## src/rtl/regfile_pkg.sv

```systemverilog
// rtl/regfile_pkg.sv - shared constants and helpers for the regfile_sb register file
// Purpose: default geometry, index-width helper and the hardwired-zero register index.
// Ports: none (package).
package regfile_pkg;

  localparam int DEF_XLEN  = 32;
  localparam int DEF_NREGS = 32;
  localparam int DEF_NREAD = 2;

  // Index of the architectural zero register.
  localparam int ZERO_REG = 0;

  // Index width for a register file of n entries (n is a power of two, n >= 2).
  function automatic int calc_aw(input int n);
    return $clog2(n);
  endfunction

endpackage

```

## src/rtl/regfile_sb_if.sv

```systemverilog
// rtl/regfile_sb_if.sv - decode/writeback/debug bus of the regfile_sb register file
// Purpose: bundles read ports, issue, writeback, flush and debug tap signals.
// Ports (signals): rs_addr/rs_data/rs_busy (packed read ports), iss_valid/iss_rd (reserve),
//   wb_en/wb_rd/wb_data (writeback), flush, dbg_addr/dbg_data (debug tap), busy_any.
// Modports: master drives requests (decode/writeback/debug side), slave is the register file.
interface regfile_sb_if
  import regfile_pkg::*;
#(
  parameter int XLEN  = DEF_XLEN,
  parameter int NREGS = DEF_NREGS,
  parameter int NREAD = DEF_NREAD
);
  localparam int AW = calc_aw(NREGS);

  logic [NREAD*AW-1:0]   rs_addr;
  logic [NREAD*XLEN-1:0] rs_data;
  logic [NREAD-1:0]      rs_busy;
  logic                  iss_valid;
  logic [AW-1:0]         iss_rd;
  logic                  wb_en;
  logic [AW-1:0]         wb_rd;
  logic [XLEN-1:0]       wb_data;
  logic                  flush;
  logic [AW-1:0]         dbg_addr;
  logic [XLEN-1:0]       dbg_data;
  logic                  busy_any;

  modport master (
    output rs_addr, iss_valid, iss_rd, wb_en, wb_rd, wb_data, flush, dbg_addr,
    input  rs_data, rs_busy, dbg_data, busy_any
  );

  modport slave (
    input  rs_addr, iss_valid, iss_rd, wb_en, wb_rd, wb_data, flush, dbg_addr,
    output rs_data, rs_busy, dbg_data, busy_any
  );

endinterface

```

## src/rtl/regfile_sb_rf_read_port.sv

```systemverilog
// rtl/regfile_sb_rf_read_port.sv - one combinational read port with zero, bypass and busy resolution
// Purpose: resolves a single source operand from storage, scoreboard and in-flight writeback.
// Ports: i_addr (source index), i_mem_data (stored value at i_addr), i_sb_bit (scoreboard bit
//   at i_addr), i_wb_en/i_wb_rd/i_wb_data (writeback this cycle), o_data/o_busy (resolved operand).
module rf_read_port
  import regfile_pkg::*;
#(
  parameter int XLEN = DEF_XLEN,
  parameter int AW   = 5
) (
  input  logic [AW-1:0]   i_addr,
  input  logic [XLEN-1:0] i_mem_data,
  input  logic            i_sb_bit,
  input  logic            i_wb_en,
  input  logic [AW-1:0]   i_wb_rd,
  input  logic [XLEN-1:0] i_wb_data,
  output logic [XLEN-1:0] o_data,
  output logic            o_busy
);

  always_comb begin
    o_data = '0;
    o_busy = 1'b0;
    if (i_addr == AW'(ZERO_REG)) begin
      o_data = '0;
      o_busy = 1'b0;
    end else if (i_wb_en && (i_wb_rd == i_addr)) begin
      // The producer is writing back right now, so the operand is ready.
      o_data = i_wb_data;
      o_busy = 1'b0;
    end else begin
      o_data = i_mem_data;
      o_busy = i_sb_bit;
    end
  end

endmodule

```

## src/rtl/regfile_sb.sv

```systemverilog
// rtl/regfile_sb.sv - register file with write-to-read bypass, pending-write scoreboard and debug tap
// Purpose: storage and scoreboard for the RISC-V core between decode, writeback and debug logic.
// Ports: clk (posedge clock), AReset (async active-low reset), bus (regfile_sb_if.slave:
//   read ports, issue reservation, writeback, flush, debug tap, busy_any).
module regfile_sb
  import regfile_pkg::*;
#(
  parameter int XLEN  = DEF_XLEN,
  parameter int NREGS = DEF_NREGS,
  parameter int NREAD = DEF_NREAD
) (
  input logic        clk,
  input logic        AReset,
  regfile_sb_if.slave bus
);

  localparam int AW = calc_aw(NREGS);

  logic [XLEN-1:0]  r_mem [NREGS];
  logic [NREGS-1:0] r_sb;
  logic [NREGS-1:0] w_sb_next;
  logic             w_wb_write;
  logic             w_wb_bypass;
  logic [XLEN-1:0]  w_rd_mem  [NREAD];
  logic [XLEN-1:0]  w_rd_data [NREAD];
  logic             w_rd_busy [NREAD];

  assign w_wb_write  = bus.wb_en && (bus.wb_rd != AW'(ZERO_REG));
  // Bypass is gated by reset so every read port shows 0 while reset is held.
  assign w_wb_bypass = bus.wb_en && AReset;

  // Storage; entry 0 is never written and stays zero after reset.
  always_ff @(posedge clk or negedge AReset) begin
    if (!AReset) begin
      for (int i = 0; i < NREGS; i++) r_mem[i] <= '0;
    end else if (w_wb_write) begin
      r_mem[bus.wb_rd] <= bus.wb_data;
    end
  end

  // Flush beats everything; otherwise writeback clears, then issue sets,
  // so a same-cycle issue and writeback to one rd leaves the bit set.
  always_comb begin
    w_sb_next = r_sb;
    if (bus.flush) begin
      w_sb_next = '0;
    end else begin
      if (w_wb_write) w_sb_next[bus.wb_rd] = 1'b0;
      if (bus.iss_valid && (bus.iss_rd != AW'(ZERO_REG))) w_sb_next[bus.iss_rd] = 1'b1;
    end
  end

  always_ff @(posedge clk or negedge AReset) begin
    if (!AReset) r_sb <= '0;
    else         r_sb <= w_sb_next;
  end

  for (genvar k = 0; k < NREAD; k++) begin : gen_port
    logic [AW-1:0] w_addr;
    assign w_addr      = bus.rs_addr[k*AW +: AW];
    assign w_rd_mem[k] = r_mem[w_addr];

    rf_read_port #(.XLEN(XLEN), .AW(AW)) u_port (
      .i_addr     (w_addr),
      .i_mem_data (w_rd_mem[k]),
      .i_sb_bit   (r_sb[w_addr]),
      .i_wb_en    (w_wb_bypass),
      .i_wb_rd    (bus.wb_rd),
      .i_wb_data  (bus.wb_data),
      .o_data     (w_rd_data[k]),
      .o_busy     (w_rd_busy[k])
    );
  end

  always_comb begin
    bus.rs_data = '0;
    bus.rs_busy = '0;
    for (int k = 0; k < NREAD; k++) begin
      bus.rs_data[k*XLEN +: XLEN] = w_rd_data[k];
      bus.rs_busy[k]              = w_rd_busy[k];
    end
  end

  // Debug tap sees raw storage only, never the bypass path.
  assign bus.dbg_data = (bus.dbg_addr == AW'(ZERO_REG)) ? '0 : r_mem[bus.dbg_addr];
  assign bus.busy_any = |r_sb;

endmodule

```

## src/flat_wrapper.sv

```systemverilog
// flat-port wrapper written by rule: the top's interface ports become plain ports
module regfile_sb_flat import regfile_pkg::*;
#(
  parameter int XLEN  = DEF_XLEN,
  parameter int NREGS = DEF_NREGS,
  parameter int NREAD = DEF_NREAD
)
  (clk, AReset, bus_rs_addr, bus_iss_valid, bus_iss_rd, bus_wb_en, bus_wb_rd, bus_wb_data, bus_flush, bus_dbg_addr, bus_rs_data, bus_rs_busy, bus_dbg_data, bus_busy_any);
  regfile_sb_if #(.XLEN(XLEN), .NREGS(NREGS), .NREAD(NREAD)) bus_i ();
  input logic clk;
  input logic AReset;
  input wire logic [$bits(bus_i.rs_addr)-1:0] bus_rs_addr;
  input wire logic [$bits(bus_i.iss_valid)-1:0] bus_iss_valid;
  input wire logic [$bits(bus_i.iss_rd)-1:0] bus_iss_rd;
  input wire logic [$bits(bus_i.wb_en)-1:0] bus_wb_en;
  input wire logic [$bits(bus_i.wb_rd)-1:0] bus_wb_rd;
  input wire logic [$bits(bus_i.wb_data)-1:0] bus_wb_data;
  input wire logic [$bits(bus_i.flush)-1:0] bus_flush;
  input wire logic [$bits(bus_i.dbg_addr)-1:0] bus_dbg_addr;
  output wire logic [$bits(bus_i.rs_data)-1:0] bus_rs_data;
  output wire logic [$bits(bus_i.rs_busy)-1:0] bus_rs_busy;
  output wire logic [$bits(bus_i.dbg_data)-1:0] bus_dbg_data;
  output wire logic [$bits(bus_i.busy_any)-1:0] bus_busy_any;
  assign bus_i.rs_addr = bus_rs_addr;
  assign bus_i.iss_valid = bus_iss_valid;
  assign bus_i.iss_rd = bus_iss_rd;
  assign bus_i.wb_en = bus_wb_en;
  assign bus_i.wb_rd = bus_wb_rd;
  assign bus_i.wb_data = bus_wb_data;
  assign bus_i.flush = bus_flush;
  assign bus_i.dbg_addr = bus_dbg_addr;
  assign bus_rs_data = bus_i.rs_data;
  assign bus_rs_busy = bus_i.rs_busy;
  assign bus_dbg_data = bus_i.dbg_data;
  assign bus_busy_any = bus_i.busy_any;
  regfile_sb #(.XLEN(XLEN), .NREGS(NREGS), .NREAD(NREAD)) u_core (.clk(clk), .AReset(AReset), .bus(bus_i));
endmodule
```

## config.mk

```make
export PLATFORM = sky130hd
export DESIGN_NAME = regfile_sb_flat
export DESIGN_NICKNAME = d
export VERILOG_FILES = /design/src/rtl/regfile_pkg.sv /design/src/rtl/regfile_sb_if.sv /design/src/rtl/regfile_sb_rf_read_port.sv /design/src/rtl/regfile_sb.sv /design/src/flat_wrapper.sv
export SDC_FILE = /design/constraint.sdc
export NUM_CORES = 2
export LEC_CHECK = 0
export CAP_MARGIN = 5
export CELL_PAD_IN_SITES_DETAIL_PLACEMENT = 0
export CELL_PAD_IN_SITES_GLOBAL_PLACEMENT = 1
export CORE_AREA = 5 5 388 390
export CTS_CLUSTER_SIZE = 12
export DETAILED_ROUTE_END_ITERATION = 7
export DIE_AREA = 0 0 393 395
export GPL_ROUTABILITY_DRIVEN = 0
export MAX_ROUTING_LAYER = met4
export PLACE_DENSITY_LB_ADDON = 0.1
export REMOVE_ABC_BUFFERS = 1
export SETUP_SLACK_MARGIN = 0.02
export SYNTH_ARGS = -nofsm -noshare
export SYNTH_HDL_FRONTEND = slang
export SYNTH_SLANG_ARGS = --single-unit
```

## constraint.sdc

```tcl
create_clock -name clk -period 2.1 [get_ports clk]
set_clock_uncertainty 0.05 [all_clocks]
set_input_delay 0.21 -clock clk [delete_from_list [all_inputs] [get_ports clk]]
set_output_delay 0.21 -clock clk [all_outputs]
set_load 0.01 [all_outputs]
```

# After elaboration in Yosys (flattened, before gate mapping)
# Index checks and enable logic that the tools add are counted.
# word_totals
register_bits	1056
latch_bits	0
ramBits	0
romBits	0
out_inout_bits	99
elab_cells	100
memories	0
# classes
add_sub_neg	0
multipliers	0
div	0
magnitude_cmp	11
eq_ne	2
n_shift	0
mux	33
bitwise	7
reduce_logical	14
# ops
operator	count
$bwmux W1024	1
$mux W32	16
$bmux W32 S5	3
$demux W32 S5	1
$and A32 B32 Y32	1
$not A32 Y32	1
$or A32 B32 Y32	1
$reduce_or A32 Y1	1
$ge A6 B6 Y1 const B	4
$lt A5 B6 Y1 const B	4
$not A5 Y6	4
$logic_not A5 Y1	3
$bmux W1 S5	2
$demux W1 S5	2
$eq A5 B5 Y1	2
$ge A5 B1 Y1 const B	2
$reduce_bool A5 Y1	2
$logic_and A1 B1 Y1	8
$mux W1	8
$lt A6 B1 Y1 const B	1

# Longest topological paths before layout
# logic_depth
depth_word	11
depth_mapped	10

# By module
# From an unflattened synthesis, not the netlist that was laid out.
# unflattened
hier_cells	4321
area_unflattened_um2	65455.3
# by_module_without_submodules
mod	instances	cells_per_inst	area_each_um2	seq_area_each_um2
regfile_sb	1	4069	63898.8	26425.3
rf_read_port	2	126	778.2	0.0

# Worst setup path before layout
# OpenSTA, ideal clock, no wires.
# synth_path
kind	input-to-output
startpoint	in bus_dbg_addr[0]
endpoint	out bus_dbg_data[13]
t_arrival_ns	1.950
path_slack_ns	-0.110
cell_stages	7
n_path_buf	3
path_cell_list	clkbuf_1 -> buf_2 -> buf_2 -> mux4_2 -> mux4_2 -> nand2_1 -> o21ai_1
# synth_via
elab_chain_len	5
elab_cells_between_ends	6
classes_between	mux (4); bitwise (1); reduce/logical (1)
# synth_rtl
item	line	rtl
from (decl)	flat_wrapper.sv:19	input wire logic [$bits(bus_i.dbg_addr)-1:0] bus_dbg_addr;
$not A5 Y6 (not written as such)	regfile_sb.sv:85	assign bus.dbg_data = (bus.dbg_addr == AW'(ZERO_REG)) ? '0 : r_mem[bus.dbg_addr];
$bmux W32 S5	regfile_sb.sv:85	
$mux W32 (not written as such) (2 in series)	regfile_sb.sv:85	
$mux W32 *	regfile_sb.sv:85	
to (decl)	flat_wrapper.sv:22	output wire logic [$bits(bus_i.dbg_data)-1:0] bus_dbg_data;
# Every way passes the cells marked *; elsewhere a longest branch is shown, timed or not. The select of a mux whose other input is x is not followed.

# Worst setup path in the final report
# layout_path
startpoint	reg u_core.r_mem[254] in the netlist's numbering
endpoint	out bus_rs_data[62]
# layout_via
elab_chain_len	5
# layout_rtl
item	line	rtl
from (decl)	regfile_sb.sv:19	logic [XLEN-1:0] r_mem [NREGS];
from (signal, indexed assignment)	regfile_sb.sv:37	r_mem[bus.wb_rd] <= bus.wb_data;
$bmux W32 S5	regfile_sb.sv:61	assign w_rd_mem[k] = r_mem[w_addr];
$mux W32 (not written as such) (2 in series)	regfile_sb.sv:61	
$mux W32	regfile_sb_rf_read_port.sv:27	end else if (i_wb_en && (i_wb_rd == i_addr)) begin
$mux W32	regfile_sb_rf_read_port.sv:24	if (i_addr == AW'(ZERO_REG)) begin
to (decl)	flat_wrapper.sv:20	output wire logic [$bits(bus_i.rs_data)-1:0] bus_rs_data;
# Every way passes these cells. The select of a mux whose other input is x is not followed.

==> impl_metrics.ini <==
[status]
status = finished, violations left
violations = negative setup slack

[die]
ioPinCount = 161
design.die.area_um2 = 155000
initial_core_util_pct = 44.6
chipHeight_um = 395
core-area_um2 = 147000
rows = 141
die_width_um = 393

[pwr]
combPwrFrac_pct = 29.2
power.internal_mw = 50.9
p_clk_share_pct = 32.8
seqPwrFrac_pct = 38.0
leakage_nw = 37.1
pwr_density_cell_nw_per_um2 = 849
vdd_ir_drop_max_mv = 0.799
switching_share_pct = 29.3
p_switching_mw = 21.1

[global_routing]
first_global_vias = 50700
grt_max_degree = 169
grt_overflow = 0
track_usage_pct = 33.9
grt_pass1_wl_um = 371000
antenna_found_initial = 4

[synth]
synth-seq-cells = 1056
ys_seq_area_share_pct = 40.4
syn_avg_cell_area_um2 = 14.4
synth-async-reset-ratio_pct = 100
synth_top_area_share_pct = 40.4
yosys.area.top_type = dfrtp_1
synth_edf_count = 0
netlist_area_um2 = 65500
ys_types = 66
synth_flop_cell = dfrtp_1
synth.area.top_cells = dfrtp_1, mux4_2, mux2_2
synth_warnings = 0
synthCells = 4539

[hold_path]
hp-class = in2reg

[sta]
rsz0062_at_grt = yes
max_freq_mhz = 339
finalCritPeriodShare_pct = 140
min_period_ns = 2.95
finalSetupViolCount = 99
holdWs_ns = 0.115
hold_viol = 0
setup_slack_ns = -0.847
worst_slew_pin_slew_ns = 1.27
drv_slew = 0
slew_headroom_pct = 15.2

[route]
postRouteAntennaNets = 0
wire_per_inst_um = 34.1
drtIter0Drc = 4527
firstDrtPassIters = 7
wl_um = 255000
drc = 0
vias_per_cell = 6.56
route.vias.total = 49100

[placed_design]
port_buffers = 160
post-dp-hpwl_um = 178000
post_dp_cell_area_um2 = 78100

[cells_and_area]
syn2layout_area_growth_pct = 29.6
drive_gt1_share_pct = 64.2
nets = 5507
n_antenna_cell = 0
finish.instance_area_um2 = 84800

[worst_setup_path]
crit_path_end_kind = output pin
required_ns = 1.84
cp_max_fo = 2
critPathArrivalTime_ns = 2.69
start_kind = register
crit_type = reg2out

[clock_tree]
cts_htree_levels = 4
clock-sinks = 1056
insertion_delay_ns = 0.77
path_clk_slew_ns = 0.06
cts_tree = done
cts_root_buf = clkbuf_16
clk_path_buf_depth = 3
cts_buffers = 134

[flow_run]
max_cap_viol_count = 0
cells in the mapped netlist (53+ instances only):
library cell,number
buf_2,163
dfrtp_1,1056
o22ai_1,60
nor2_1,74
nor3_1,54
a221oi_1,59
nand2_1,123
o21ai_0,53
mux2_2,958
mux2i_1,234
a211oi_1,77
mux4_2,750
clkbuf_1,283
what timing repair did:
item / CTS / global route
pin swaps: 195 / 89
gates resized for setup: 784 / 128
setup buffers: 61 / 27
setup endpoints to repair: 99 / 173
endpoints found under the hold margin: 234 / 0
hold buffers: 1 / 0
gates cloned: 1 / 0
worst paths after layout:
path / start / endpoint / slack [ns] / depth (start not counted)
max: u_core.r_mem[254] / bus_rs_data[62] / -0.85 / 6
min: bus_wb_data[31] / u_core.r_mem[991] / 0.11 / 2
max reg2reg: u_core.r_sb[15] / u_core.r_sb[15] / 1.02 / 5
min reg2reg: u_core.r_mem[996] / u_core.r_mem[996] / 0.37 / 0
max in group asynchronous: AReset / u_core.r_mem[548] / 0.25 / 5
min in group asynchronous: AReset / u_core.r_mem[837] / 0.15 / 4
power groups by stage:
| stage | Sequential [mW] | Combinational, mW | Clock [mW] |
|---|---|---|---|
| final | 27.4 | 21.0 | 23.6 |
| after global routing | 27.8 | 22.3 | 24.8 |
| after CTS | 27.2 | 20.6 | 24.0 |
| after detailed placement | 27.5 | 19.6 | 0 |
| after global placement | 27.4 | 19.4 | 0 |
| after floorplan | 26.7 | 10.9 | 0 |
cells by family (layout without fill, tap and decap cells):
logic type,Yosys count,count (layout),share of synthesized area [%]
simple gates,431,431,3.28
buf+inv,584,1594,4.31
flops,1056,1056,40.4
xor+xnor,10,10,0.134
mux,1972,1972,46.4
compound gates,486,486,5.52
worst max-delay path: stages, from the launching register on:
cell	delay (ns)
dfrtp_1	0.40
mux4_2	0.47
mux2i_2	0.19
o211ai_1	0.15
a2111oi_4	0.46
nor3_4	0.08
buf_2	0.16
registers in the layout, summed over array words and instances, names as in the netlist:
signal / count
u_core.r_mem: 1024
u_core.r_sb: 32
layer usage:
| layer | global-route usage (%) | share of wire (%) | routed length, µm | vias to the layer above |
|---|---|---|---|---|
| met5 | - | 0 | 0 | - |
| met4 | 12.3 | 4.4 | 11200 | 0 |
| met3 | 5.58 | 6.9 | 17600 | 519 |
| met2 | 52.5 | 47 | 121000 | 2198 |
| met1 | 45.5 | 41 | 105000 | 26400 |
| li1 | - | - | - | 19900 |
placed cells by master, fill, tap and decap left out, types with 55 or more instances in the layout:
cell,n
dfrtp_1,1055
mux2_2,958
buf_4,828
mux4_2,750
buf_12,232
mux2i_1,211
clkbuf_16,140
buf_6,115
buf_2,85
nand2_1,82
a221oi_1,55
through the flow:
stage          setup WS [ns]  power, mW  util, %  std cells  setup TNS (ns)
6_report              -0.847       72.0     57.8       7479          -65.27
5_1_grt               -0.913       74.9     57.8       7479          -72.56
4_1_cts               -0.879       71.8     57.3       7458          -69.77
3_5_place_dp           -1.32       47.2     53.2       7158         -433.09
3_3_place_gp           -1.36       46.7     53.2       7158         -437.19
2_1_floorplan          -1.30       37.5        -       3995         -164.56
final cells by class:
type | instances | area, µm²
clock buffers | 193 | 3960
fillers | 11800 | 61900
multi-input cells | 2899 | 38200
flip-flops and latches | 1056 | 26400
clock inverters | 47 | 498
inverters | 40 | 154
well taps | 1930 | 2410
repair buffers | 1314 | 13200
(Power assumes the default switching activity.)
